File: config.mk
export PLATFORM = sky130hd
export DESIGN_NAME = reg_write_arbiter
export DESIGN_NICKNAME = d
export VERILOG_FILES = /design/src/rtl/reg_write_arbiter.sv
export SDC_FILE = /design/constraint.sdc
export NUM_CORES = 1
export LEC_CHECK = 0
export ABC_AREA = 1
export BUFFER_PORTS_ARGS = -buffer_cell sky130_fd_sc_hd__buf_4
export CAP_MARGIN = 20
export CORE_MARGIN = 2
export CORE_UTILIZATION = 25
export CTS_BUF_LIST = sky130_fd_sc_hd__clkbuf_8
export CTS_CLUSTER_SIZE = 40
export DETAILED_ROUTE_END_ITERATION = 8
export HOLD_SLACK_MARGIN = 0.15
export PLACE_DENSITY = 0.46
export RECOVER_POWER = 50
export SYNTH_ARGS = -nofsm -noshare
export SYNTH_HDL_FRONTEND = slang
export SYNTH_SLANG_ARGS = --single-unit
File: constraint.sdc
create_clock -name clock -period 5.5 [get_ports clock]
set_input_delay 0.275 -clock clock [delete_from_list [all_inputs] [get_ports clock]]
set_output_delay 0.275 -clock clock [all_outputs]
set_load 0.005 [all_outputs]
File: src/rtl/reg_write_arbiter.sv
// Shared write port for the 8-bit configuration register file, arbitrated
// round-robin between the I2C slave and the parallel input port.
module reg_write_arbiter #(
  parameter int REGCOUNT = 20,
  parameter int ADDR_W   = 5
) (
  input  logic                    clock,
  input  logic                    reset,
  input  logic                    i2c_req,
  input  logic [ADDR_W-1:0]       i2c_addr,
  input  logic [7:0]              i2c_data,
  output logic                    i2c_gnt,
  input  logic                    par_req,
  input  logic [ADDR_W-1:0]       par_addr,
  input  logic [7:0]              par_data,
  output logic                    par_gnt,
  output logic [8*REGCOUNT-1:0]   registers_packed,
  output logic                    addr_err,
  output logic [7:0]              collision_cnt
);

  localparam logic [ADDR_W:0] REG_LIMIT = (ADDR_W+1)'(REGCOUNT);

  typedef enum logic {OWNER_I2C = 1'b0, OWNER_PAR = 1'b1} owner_t;

  owner_t            rr_last;
  logic [7:0]        regs [REGCOUNT];
  logic              i2c_el;
  logic              par_el;
  logic              pick_i2c;
  logic              pick_par;
  logic              win_valid;
  logic              win_in_range;
  logic [ADDR_W-1:0] win_addr;
  logic [7:0]        win_data;

  // A requester is blind for the cycle its grant is showing, so a held req
  // is not written twice.
  always_comb begin
    i2c_el       = i2c_req & ~i2c_gnt;
    par_el       = par_req & ~par_gnt;
    pick_i2c     = i2c_el & (~par_el | (rr_last == OWNER_PAR));
    pick_par     = par_el & ~pick_i2c;
    win_valid    = pick_i2c | pick_par;
    win_addr     = pick_par ? par_addr : i2c_addr;
    win_data     = pick_par ? par_data : i2c_data;
    win_in_range = {1'b0, win_addr} < REG_LIMIT;
  end

  always_ff @(posedge clock or posedge reset) begin
    if (reset) begin
      i2c_gnt       <= 1'b0;
      par_gnt       <= 1'b0;
      addr_err      <= 1'b0;
      collision_cnt <= 8'h00;
      rr_last       <= OWNER_PAR;
    end else begin
      i2c_gnt  <= pick_i2c;
      par_gnt  <= pick_par;
      addr_err <= win_valid & ~win_in_range;
      if (win_valid) begin
        rr_last <= pick_par ? OWNER_PAR : OWNER_I2C;
      end
      if (i2c_el && par_el && collision_cnt != 8'hFF) begin
        collision_cnt <= collision_cnt + 8'd1;
      end
    end
  end

  always_ff @(posedge clock or posedge reset) begin
    if (reset) begin
      for (int k = 0; k < REGCOUNT; k++) begin
        regs[k] <= 8'h00;
      end
    end else begin
      for (int k = 0; k < REGCOUNT; k++) begin
        if (win_valid && win_in_range && win_addr == ADDR_W'(k)) begin
          regs[k] <= win_data;
        end
      end
    end
  end

  always_comb begin
    registers_packed = '0;
    for (int k = 0; k < REGCOUNT; k++) begin
      registers_packed[8*k +: 8] = regs[k];
    end
  end

endmodule
## Yosys cells after proc, flatten, opt, wreduce, memory -nomap -nowiden

Cells that the tools add are included.

| operators by class | value |
|---|---|
| add/subtract/negate cells | 1 |
| multiply operators | 0 |
| divide/modulo/power cells | 0 |
| $lt $le $gt $ge | 1 |
| eq/ne operators | 20 |
| shift-type cells | 0 |
| muxes and demuxes | 3 |
| bitwise gates (word level) | 12 |
| reduce and logical (&&, ||, !) cells | 24 |

Operators by type and width:

| cell | number |
|---|---|
| $eq A5 B4 Y1 const B | 8 |
| $logic_and A1 B1 Y1 | 23 |
| $eq A5 B3 Y1 const B | 4 |
| $eq A5 B5 Y1 const B | 4 |
| $eq A5 B2 Y1 const B | 2 |
| $add A8 B1 Y8 const B | 1 |
| $mux W8 | 1 |
| $ne A8 B8 Y1 const B | 1 |
| $and A1 B1 Y1 | 5 |
| $eq A5 B1 Y1 const B | 1 |
| $logic_not A5 Y1 | 1 |
| $lt A5 B5 Y1 const B | 1 |
| $mux W5 | 1 |
| $not A1 Y1 | 5 |
| $or A1 B1 Y1 | 2 |
| $mux W1 | 1 |

| storage, ports and cells | value |
|---|---|
| flip-flop bits (word level) | 172 |
| bits in latches | 0 |
| bits in writable memories | 0 |
| bits in read-only memories | 0 |
| input port bits | 30 |
| word-level logic and storage cells | 86 |
| memories kept | 0 |

## Logic depth before layout (Yosys ltp)

Gate-level depths: netlist (run 1).

| logic depth | value |
|---|---|
| word-level depth | 11 |
| depth in mapped cells | 12 |
| mapped depth without buffers | 12 |

## Least setup slack after synthesis (run 1)

OpenSTA, ideal clock, no wires.

| timing | value |
|---|---|
| kind | register to register |
| from | register rr_last |
| to | register regs, in the netlist registers_packed[48] |
| library setup time | 0.117 ns |
| data arrival time | 1.790 ns |
| required time | 5.383 ns |
| slack | 3.593 ns |
| cell stages (with the launch flop) | 11 |
| buffers on the path | 1 |
| cells stage by stage | dfstp_2 > inv_1 > o21ai_4 > buf_4 > nand2_1 > nand2_1 > nand3_1 > nor2_2 > nand2_2 > nand2_1 > nand2_1 |

| between the ends | value |
|---|---|
| cells in the longest elaborated chain, start to end | 8 |
| elaborated cells between the ends (all ways) | 11 |
| those cells by class | order compare (1); eq/ne (1); mux (2); bitwise (5); reduce/logical (2) |

Ends and longest elaborated chain:

| element | RTL line | RTL |
|---|---|---|
| from (decl) | 26 | `owner_t rr_last;` |
| from (signal assigned) | 62 | `rr_last <= pick_par ? OWNER_PAR : OWNER_I2C;` |
| $or A1 B1 Y1 * | 42 | `pick_i2c = i2c_el & (~par_el \| (rr_last == OWNER_PAR));` |
| $and A1 B1 Y1 * | 42 |  |
| $not A1 Y1 | 43 | `pick_par = par_el & ~pick_i2c;` |
| $and A1 B1 Y1 | 43 |  |
| $mux W5 | 45 | `win_addr = pick_par ? par_addr : i2c_addr;` |
| $lt A5 B5 Y1 | 47 | `win_in_range = {1'b0, win_addr} < REG_LIMIT;` |
| $logic_and A1 B1 Y1 (2 in series) | 77 | `if (win_valid && win_in_range && win_addr == ADDR_W'(k)) begin` |
| to (signal, indexed assignment) | 78 | `regs[k] <= win_data;` |
| to (decl) | 27 | `logic [7:0] regs [REGCOUNT];` |

Every way passes the cells marked *; elsewhere a longest branch is shown, timed or not.
A chain may end at the register's enable or synchronous reset.

## Final worst setup path (run 1)

| timing | value |
|---|---|
| from | register rr_last |
| to | register regs, in the netlist registers_packed[109] |

| between the ends | value |
|---|---|
| cells in the longest elaborated chain, start to end | 8 |
| elaborated cells between the ends (all ways) | 11 |
| those cells by class | order compare (1); eq/ne (1); mux (2); bitwise (5); reduce/logical (2) |

Ends and longest elaborated chain:

| element | RTL line | RTL |
|---|---|---|
| $or A1 B1 Y1 * | 42 |  |
| $and A1 B1 Y1 * | 42 |  |
| $not A1 Y1 * | 43 |  |
| $and A1 B1 Y1 * | 43 |  |
| net pick_par | 31 | `logic pick_par;` |
| $mux W5 | 45 |  |
| $lt A5 B5 Y1 | 47 |  |
| $logic_and A1 B1 Y1 (2 in series) | 77 |  |

The timed path passes the listed nets; every way through them passes the cells marked *.

==> results of run 1 <==
## logic make-up (layout without fill, tap and decap cells)
kind of cell / Yosys count / in the layout / synth area share
buf+inv: 62 / 283 / 0.0347
fa+ha+maj: 1 / 1 / 0.00174
flops: 172 / 172 / 0.600
simple gates: 602 / 602 / 0.347
compound gates: 6 / 6 / 0.00733
xor+xnor: 7 / 7 / 0.00855
## placed cells by master, fill, tap and decap left out, types with 2 or more instances in the layout
master and instances:
nor2_2 12, inv_6 4, clkinv_1 2, clkbuf_8 17, clkbuf_1 43, dlygate4sd3_1 3
xor2_1 2, o21ai_0 3, inv_1 31, nand3_1 108, nand2_1 448, inv_8 4
nor2_1 9, buf_4 40, clkbuf_4 130, xnor2_1 5, dfrtp_1 171, clkinvlp_4 5
nor3_1 2, nand2_2 21
## sequential cells by signal (all words and copies together), names as in the netlist
register and cells:
i2c_gnt 1, collision_cnt 8, par_gnt 1, addr_err 1, registers_packed 160, rr_last 1
## worst max-delay path: cells and delay by family, from the launching register on
| kind | cells | cell delay, ns |
|---|---|---|
| AOI/OAI and AO/OA | 1 | 0.46 |
| buffers and inverters | 3 | 0.94 |
| DFF | 1 | 0.53 |
| and+or+nand+nor | 4 | 0.72 |
## final timing paths
path                                      start                     to  cells after the start
setup reg to reg                        rr_last  registers_packed[109]                      8
min in group asynchronous                 reset   registers_packed[53]                      3
max in group asynchronous                 reset   registers_packed[49]                      4
hold / removal                          i2c_req                i2c_gnt                      5
setup / recovery                        rr_last  registers_packed[109]                      8
hold reg to reg            registers_packed[51]   registers_packed[51]                      2
## per-stage QoR
stage,cell area (um2),cells
after floorplan,7170,850
after global placement,9140,1419
after detailed placement,9140,1419
after CTS,9560,1454
after global routing,9420,1455
final,9420,1455
## metal layers
metal,GRT usage,vias up,part of all wire
li1,-,3061,-
met1,0.232,2965,0.48
met2,0.249,177,0.44
met3,0.0513,12,0.069
met4,0.0381,0,0.0079
met5,0,-,0
## cell type report
type | instances | area [um2]
Clock buffer | 17 | 234
Clock inverter | 15 | 159
Timing Repair Buffer | 217 | 1490
Fill cell | 3123 | 19100
Multi-Input combinational cell | 616 | 2620
Tap cell | 384 | 480
Sequential cell | 172 | 4310
Inverter | 34 | 133
## power by group through the flow
stage	logic (mW)	registers [mW]	clock network, mW
floorplan	0.551	2.01	0
global placement	1.50	2.05	0
detailed placement	1.52	2.04	0
CTS	1.52	2.02	0.950
global route	1.57	2.06	1.00
finish	1.39	2.00	0.916
## what timing repair did
action | in CTS | in global routing
hold buffers | 3 | 0
buffers inserted | 0 | 0
endpoints found under the hold margin | 82 | 0
==> results.sh, run 1 <==
export IMPL_status="complete, no violations"
export IMPL_p_leak_nw=5.18
export IMPL_port_buffers=200
export IMPL_start_kind="flop"
export IMPL_rrSetupSlack_ns=2.74
export IMPL_worstPathArrival_ns=3.12
export IMPL_combPwrFrac=0.322
export IMPL_internal_power_mw=2.74
export IMPL_wl_um=24100
export IMPL_whs_ns=0.314
export IMPL_core_area_um2=28500
export IMPL_endpoint_kind="flop"
export IMPL_synth_top_area_frac=0.597
export IMPL_critPathKind="reg2reg"
export IMPL_tritoncts="yes"
export IMPL_cap_violations=0
export IMPL_firstDrtPassIters=5
export IMPL_yosys_warnings=0
export IMPL_fin_crit_sh=0.502
export IMPL_clock_skew_final_ns=0.0140
export IMPL_clkTransAtPathRegs_ns=0.10
export IMPL_grt_pass1_wl_um=38000
export IMPL_dieArea_um2=30100
export IMPL_htree_levels=4
export IMPL_hp_class="in2reg"
export IMPL_max_slew_margin=0.169
export IMPL_finalWeightedCongestion=0.736
export IMPL_grt_start_max_net_pins=85
export IMPL_die_h_um=173
export IMPL_grt_overflow=0
export IMPL_pre_cts_ws_ns=2.32
export IMPL_syn_avg_cell_area_um2=8.44
export IMPL_die_w_um=173
export IMPL_rows=62
export IMPL_syn2layout_area_growth_pct=31.3
export IMPL_syn_num_nets=881
export IMPL_dp_final_hpwl_um=16200
export IMPL_rsz0062_at_grt="false"
export IMPL_initial_core_util=0.252
export IMPL_drive_above_1_share=0.225
export IMPL_syn_inst=850
export IMPL_synth_common_cells="nand2_1, dfrtp_1, nand3_1, inv_1, clkbuf_1"
export IMPL_slew_viol_final=0
export IMPL_io_pin_count=201
export IMPL_insertedDiodeCount=0
export IMPL_final_core_util=0.331
export IMPL_worstSkewPairLatency_ns=0.47
export IMPL_drtIter0Drc=555
export IMPL_via_per_inst=4.27
export IMPL_slowest_stage="dfstp_2"
export IMPL_layout_nets=1089
export IMPL_syn_area_um2=7170
export IMPL_post_cts_resized=0
export IMPL_synth_cell_type_count=23
export IMPL_worstPathRequired_ns=5.86
export IMPL_period_minus_slack_ns=2.76
export IMPL_cpPeakStageDelay_ns=0.53
export IMPL_swShare=0.364
export IMPL_cts_sinks=172
export IMPL_synth_flop_cell="dfrtp_1"
export IMPL_yosysTopAreaCell="dfrtp_1"
export IMPL_setup_viol=0
export IMPL_power_switching_mw=1.57
export IMPL_ys_seq_elements=172
export IMPL_cts_max_path_buffers=2
export IMPL_setup_ws_ns=2.74
export IMPL_ant_nets=0
export IMPL_hold_viol_final=0
export IMPL_clock_power_share=0.213
export IMPL_crit_top_cell="nand2_1"
export IMPL_fin_tns_setup_ns=0
export IMPL_antenna_found_initial=0
export IMPL_async_flop_share=1.00
export IMPL_yosysMostFrequentCell="nand2_1"
export IMPL_cts_made_buffers=17
export IMPL_num_vias=6215
export IMPL_ir_worst_vdd_mv=0.147
export IMPL_path_cells="inv_1 -> o21ai_4 -> clkinv_1 -> nand2_1 -> nand2_1 -> buf_4 -> nand3_1 -> nand2_1"
export IMPL_wl_per_cell_um=16.6
export IMPL_path_max_fanout=17
export IMPL_yosysSeqAreaShare=0.600
export IMPL_seqPwrFrac=0.465
export IMPL_max_freq_mhz=362
export IMPL_tightestPinTransition_ns=1.25
export IMPL_p_total_mw=4.30
export IMPL_synth_edf_count=0
export IMPL_cts_root_buf="clkbuf_8"
export IMPL_power_density_nw_per_um2=457
export IMPL_synth_top_cells_by_area="dfrtp_1, nand2_1, nand3_1"
export IMPL_route_detailed_drc=0
export IMPL_track_usage=0.165
export IMPL_grt_pass1_vias=6210
No activity file was read; power rests on OpenSTA's default activity.
==> run 2: changes to the inputs <==
--- a/config.mk
+++ b/config.mk
@@ -5,7 +5,7 @@
 export SDC_FILE = /design/constraint.sdc
 export NUM_CORES = 1
 export LEC_CHECK = 0
-export ABC_AREA = 1
+export ABC_AREA = 0
 export BUFFER_PORTS_ARGS = -buffer_cell sky130_fd_sc_hd__buf_4
 export CAP_MARGIN = 20
 export CORE_MARGIN = 2
@@ -14,7 +14,7 @@
 export CTS_CLUSTER_SIZE = 40
 export DETAILED_ROUTE_END_ITERATION = 8
 export HOLD_SLACK_MARGIN = 0.15
-export PLACE_DENSITY = 0.46
+export PLACE_DENSITY = 0.48
 export RECOVER_POWER = 50
 export SYNTH_ARGS = -nofsm -noshare
 export SYNTH_HDL_FRONTEND = slang
==> constraint.sdc (replaced) <==
create_clock -name clock -period 2.3 [get_ports clock]
set_input_delay 0.115 -clock clock [delete_from_list [all_inputs] [get_ports clock]]
set_output_delay 0.115 -clock clock [all_outputs]
set_load 0.005 [all_outputs]
==> run 2 against run 1 <==
The flow now finishes with violations (capacitance limit, slew limit); first-iteration DRC count is 59% lower; clock skew is 0.0074 ns higher; global-route usage is 2.3 points lower; synthesized area is 3.2% higher; combinational power grew to 2.8 times the previous value; non-clock buffer count is 6 higher; count of clock-buffer cells in the layout stayed put; routed wire length is 9.4% lower; critical endpoint is now registers_packed[61]; largest power group unchanged; highest routed layer unchanged.
==> results.sh, run 2 <==
export IMPL_critPathKind="reg2reg"
export IMPL_hold_viol_final=0
export IMPL_grt_pass1_wl_um=33100
export IMPL_fin_crit_sh=0.969
export IMPL_dieArea_um2=31000
export IMPL_endpoint_kind="flop"
export IMPL_path_cells="nand3b_2 -> nand2_2 -> mux2_2 -> mux2_2"
export IMPL_ys_seq_elements=172
export IMPL_layout_commonest_cell="dfrtp_1"
export IMPL_p_leak_nw=4.34
export IMPL_ant_nets=0
export IMPL_synth_common_cells="dfrtp_1, mux2_2, mux2_4, nand4_1"
export IMPL_port_buffers=200
export IMPL_layout_nets=730
export IMPL_fin_area_um2=9770
export IMPL_synth_top_area_frac=0.578
export IMPL_violations="capacitance limit, slew limit"
export IMPL_initial_core_util=0.256
export IMPL_post_cts_resized=0
export IMPL_yosysMostFrequentCell="dfrtp_1"
export IMPL_yosysSeqAreaShare=0.582
export IMPL_power_density_nw_per_um2=1140
export IMPL_rows=62
export IMPL_multi_input_area_um2=2930
export IMPL_finalWeightedCongestion=0.776
export IMPL_reg2reg_to="registers_packed[61]"
export IMPL_grt_pass1_vias=5297
export IMPL_cpPeakStageDelay_ns=0.64
export IMPL_cap_violations=1
export IMPL_antenna_found_initial=0
export IMPL_grt_start_max_net_pins=81
export IMPL_syn2layout_area_growth_pct=32.0
export IMPL_drtIter0Drc=226
export IMPL_tritoncts="yes"
export IMPL_track_usage=0.143
export IMPL_slew_viol_final=29
export IMPL_regArea_um2=4310
export IMPL_place_area_um2=9420
export IMPL_whs_ns=0.225
export IMPL_path_max_fanout=20
export IMPL_cts_sinks=172
export IMPL_yosysTopAreaCell="dfrtp_1"
export IMPL_wl_per_cell_um=19.9
export IMPL_core_area_um2=28900
export IMPL_path_buf_inv=0
export IMPL_rsz0062_at_grt="true"
export IMPL_drive_above_1_share=0.588
export IMPL_slowest_stage="mux2_2"
export IMPL_syn_num_nets=514
export IMPL_worstPathRequired_ns=2.64
export IMPL_rrSetupSlack_ns=0.07
export IMPL_dp_final_hpwl_um=15500
export IMPL_cts_made_buffers=17
export IMPL_max_freq_mhz=449
export IMPL_synth_top_cells_by_area="dfrtp_1, mux2_2, mux2_4"
export IMPL_tightestPinTransition_ns=1.70
export IMPL_syn_avg_cell_area_um2=15.3
export IMPL_async_flop_share=1.00
export IMPL_synth_edf_count=0
export IMPL_hp_start="par_req"
export IMPL_hp_class="in2reg"
export IMPL_htree_levels=4
export IMPL_status="complete, but fails checks"
export IMPL_syn_area_um2=7400
export IMPL_hold_depth=5
export IMPL_route_detailed_drc=0
export IMPL_yosys_warnings=0
export IMPL_final_core_util=0.338
export IMPL_r2r_start="rr_last"
export IMPL_synth_flop_cell="dfrtp_1"
export IMPL_period_minus_slack_ns=2.23
export IMPL_die_h_um=176
export IMPL_final_cell_mix="dfrtp_1, mux2_2, buf_4"
export IMPL_crit_family="multiplexers"
export IMPL_clkTransAtPathRegs_ns=0.11
export IMPL_whs_endpoint="rr_last"
export IMPL_num_vias=4919
export IMPL_via_per_inst=4.49
export IMPL_synth_cell_type_count=40
export IMPL_cts_max_path_buffers=2
export IMPL_reg2reg_depth=4
export IMPL_cts_root_buf="clkbuf_8"
export IMPL_clock_skew_final_ns=0.0214
export IMPL_io_pin_count=201
export IMPL_die_w_um=176
export IMPL_fin_tns_setup_ns=0
export IMPL_start_kind="flop"
export IMPL_n_fill_cell=2886
export IMPL_largest_register_ffs=160
export IMPL_firstDrtPassIters=4
export IMPL_worstPathArrival_ns=2.57
export IMPL_syn_inst=483
export IMPL_grt_overflow=0
export IMPL_ir_worst_vdd_mv=0.383
export IMPL_setup_viol=0
export IMPL_crit_top_cell="mux2_2"
export IMPL_insertedDiodeCount=0
export IMPL_wl_um=21800
export IMPL_worstSkewPairLatency_ns=0.46
export IMPL_max_slew_margin=-0.136
run 2: final cells by class:
class,instances,area share
Tap cell,384,0.0492
Sequential cell,172,0.441
Clock buffer,17,0.0239
Timing Repair Buffer,223,0.167
Inverter,4,0.00166
Multi-Input combinational cell,281,0.300
Clock inverter,15,0.0173
run 2: metal layers:
layer | vias up | global-route usage | routed length [um]
li1 | 2201 | - | -
met1 | 2528 | 0.178 | 9340
met2 | 164 | 0.238 | 10800
met3 | 26 | 0.0403 | 1270
met4 | 0 | 0.0492 | 467
met5 | - | 0 | 0
run 2: logic make-up after synthesis:
group	count (synthesis)	share of synthesized area
flops	172	0.582
mux	169	0.269
simple gates	59	0.0492
compound gates	45	0.0676
buf+inv	30	0.0221
xor+xnor	7	0.00828
fa+ha+maj	1	0.00169
run 2: worst reg2reg max path, stage by stage (launching register included):
cell      delay (ns)
dfstp_2         0.58
nand3b_2        0.16
nand2_2         0.35
mux2_2          0.65
mux2_2          0.38
run 2: timing repair:
item                                   4_1_cts  5_1_grt
setup endpoints to repair                    0       74
setup buffers                                0        1
hold buffers                                 6        0
endpoints found under the hold margin      174        0
run 2: report_power, final:
group          switching [mW]  internal, mW  total (mW)
Clock                    1.35         0.829        2.18
Sequential              0.765          4.26        5.02
Combinational            1.52          2.40        3.92
Total                    3.64          7.48        11.1
run 2: worst max-delay path by stage:
stage | endpoint | start | cells after the start | slack, ns
after detailed placement | registers_packed[7] | rr_last | 5 | 0.05
final | registers_packed[61] | rr_last | 4 | 0.07
after floorplan | addr_err | reset | 1 | -0.01
after global placement | registers_packed[2] | rr_last | 5 | 0.1
after global routing | registers_packed[61] | rr_last | 4 | -0.02
after CTS | registers_packed[5] | rr_last | 5 | 0.01
run 2: stage by stage:
stage | power, mW | setup WS [ns] | std cells
2_1_floorplan | 6.62 | -0.0109 | 483
3_3_place_gp | 9.18 | 0.0959 | 1057
3_5_place_dp | 9.27 | 0.0505 | 1057
4_1_cts | 11.5 | 0.0124 | 1095
5_1_grt | 11.8 | -0.0235 | 1096
6_report | 11.1 | 0.0705 | 1096
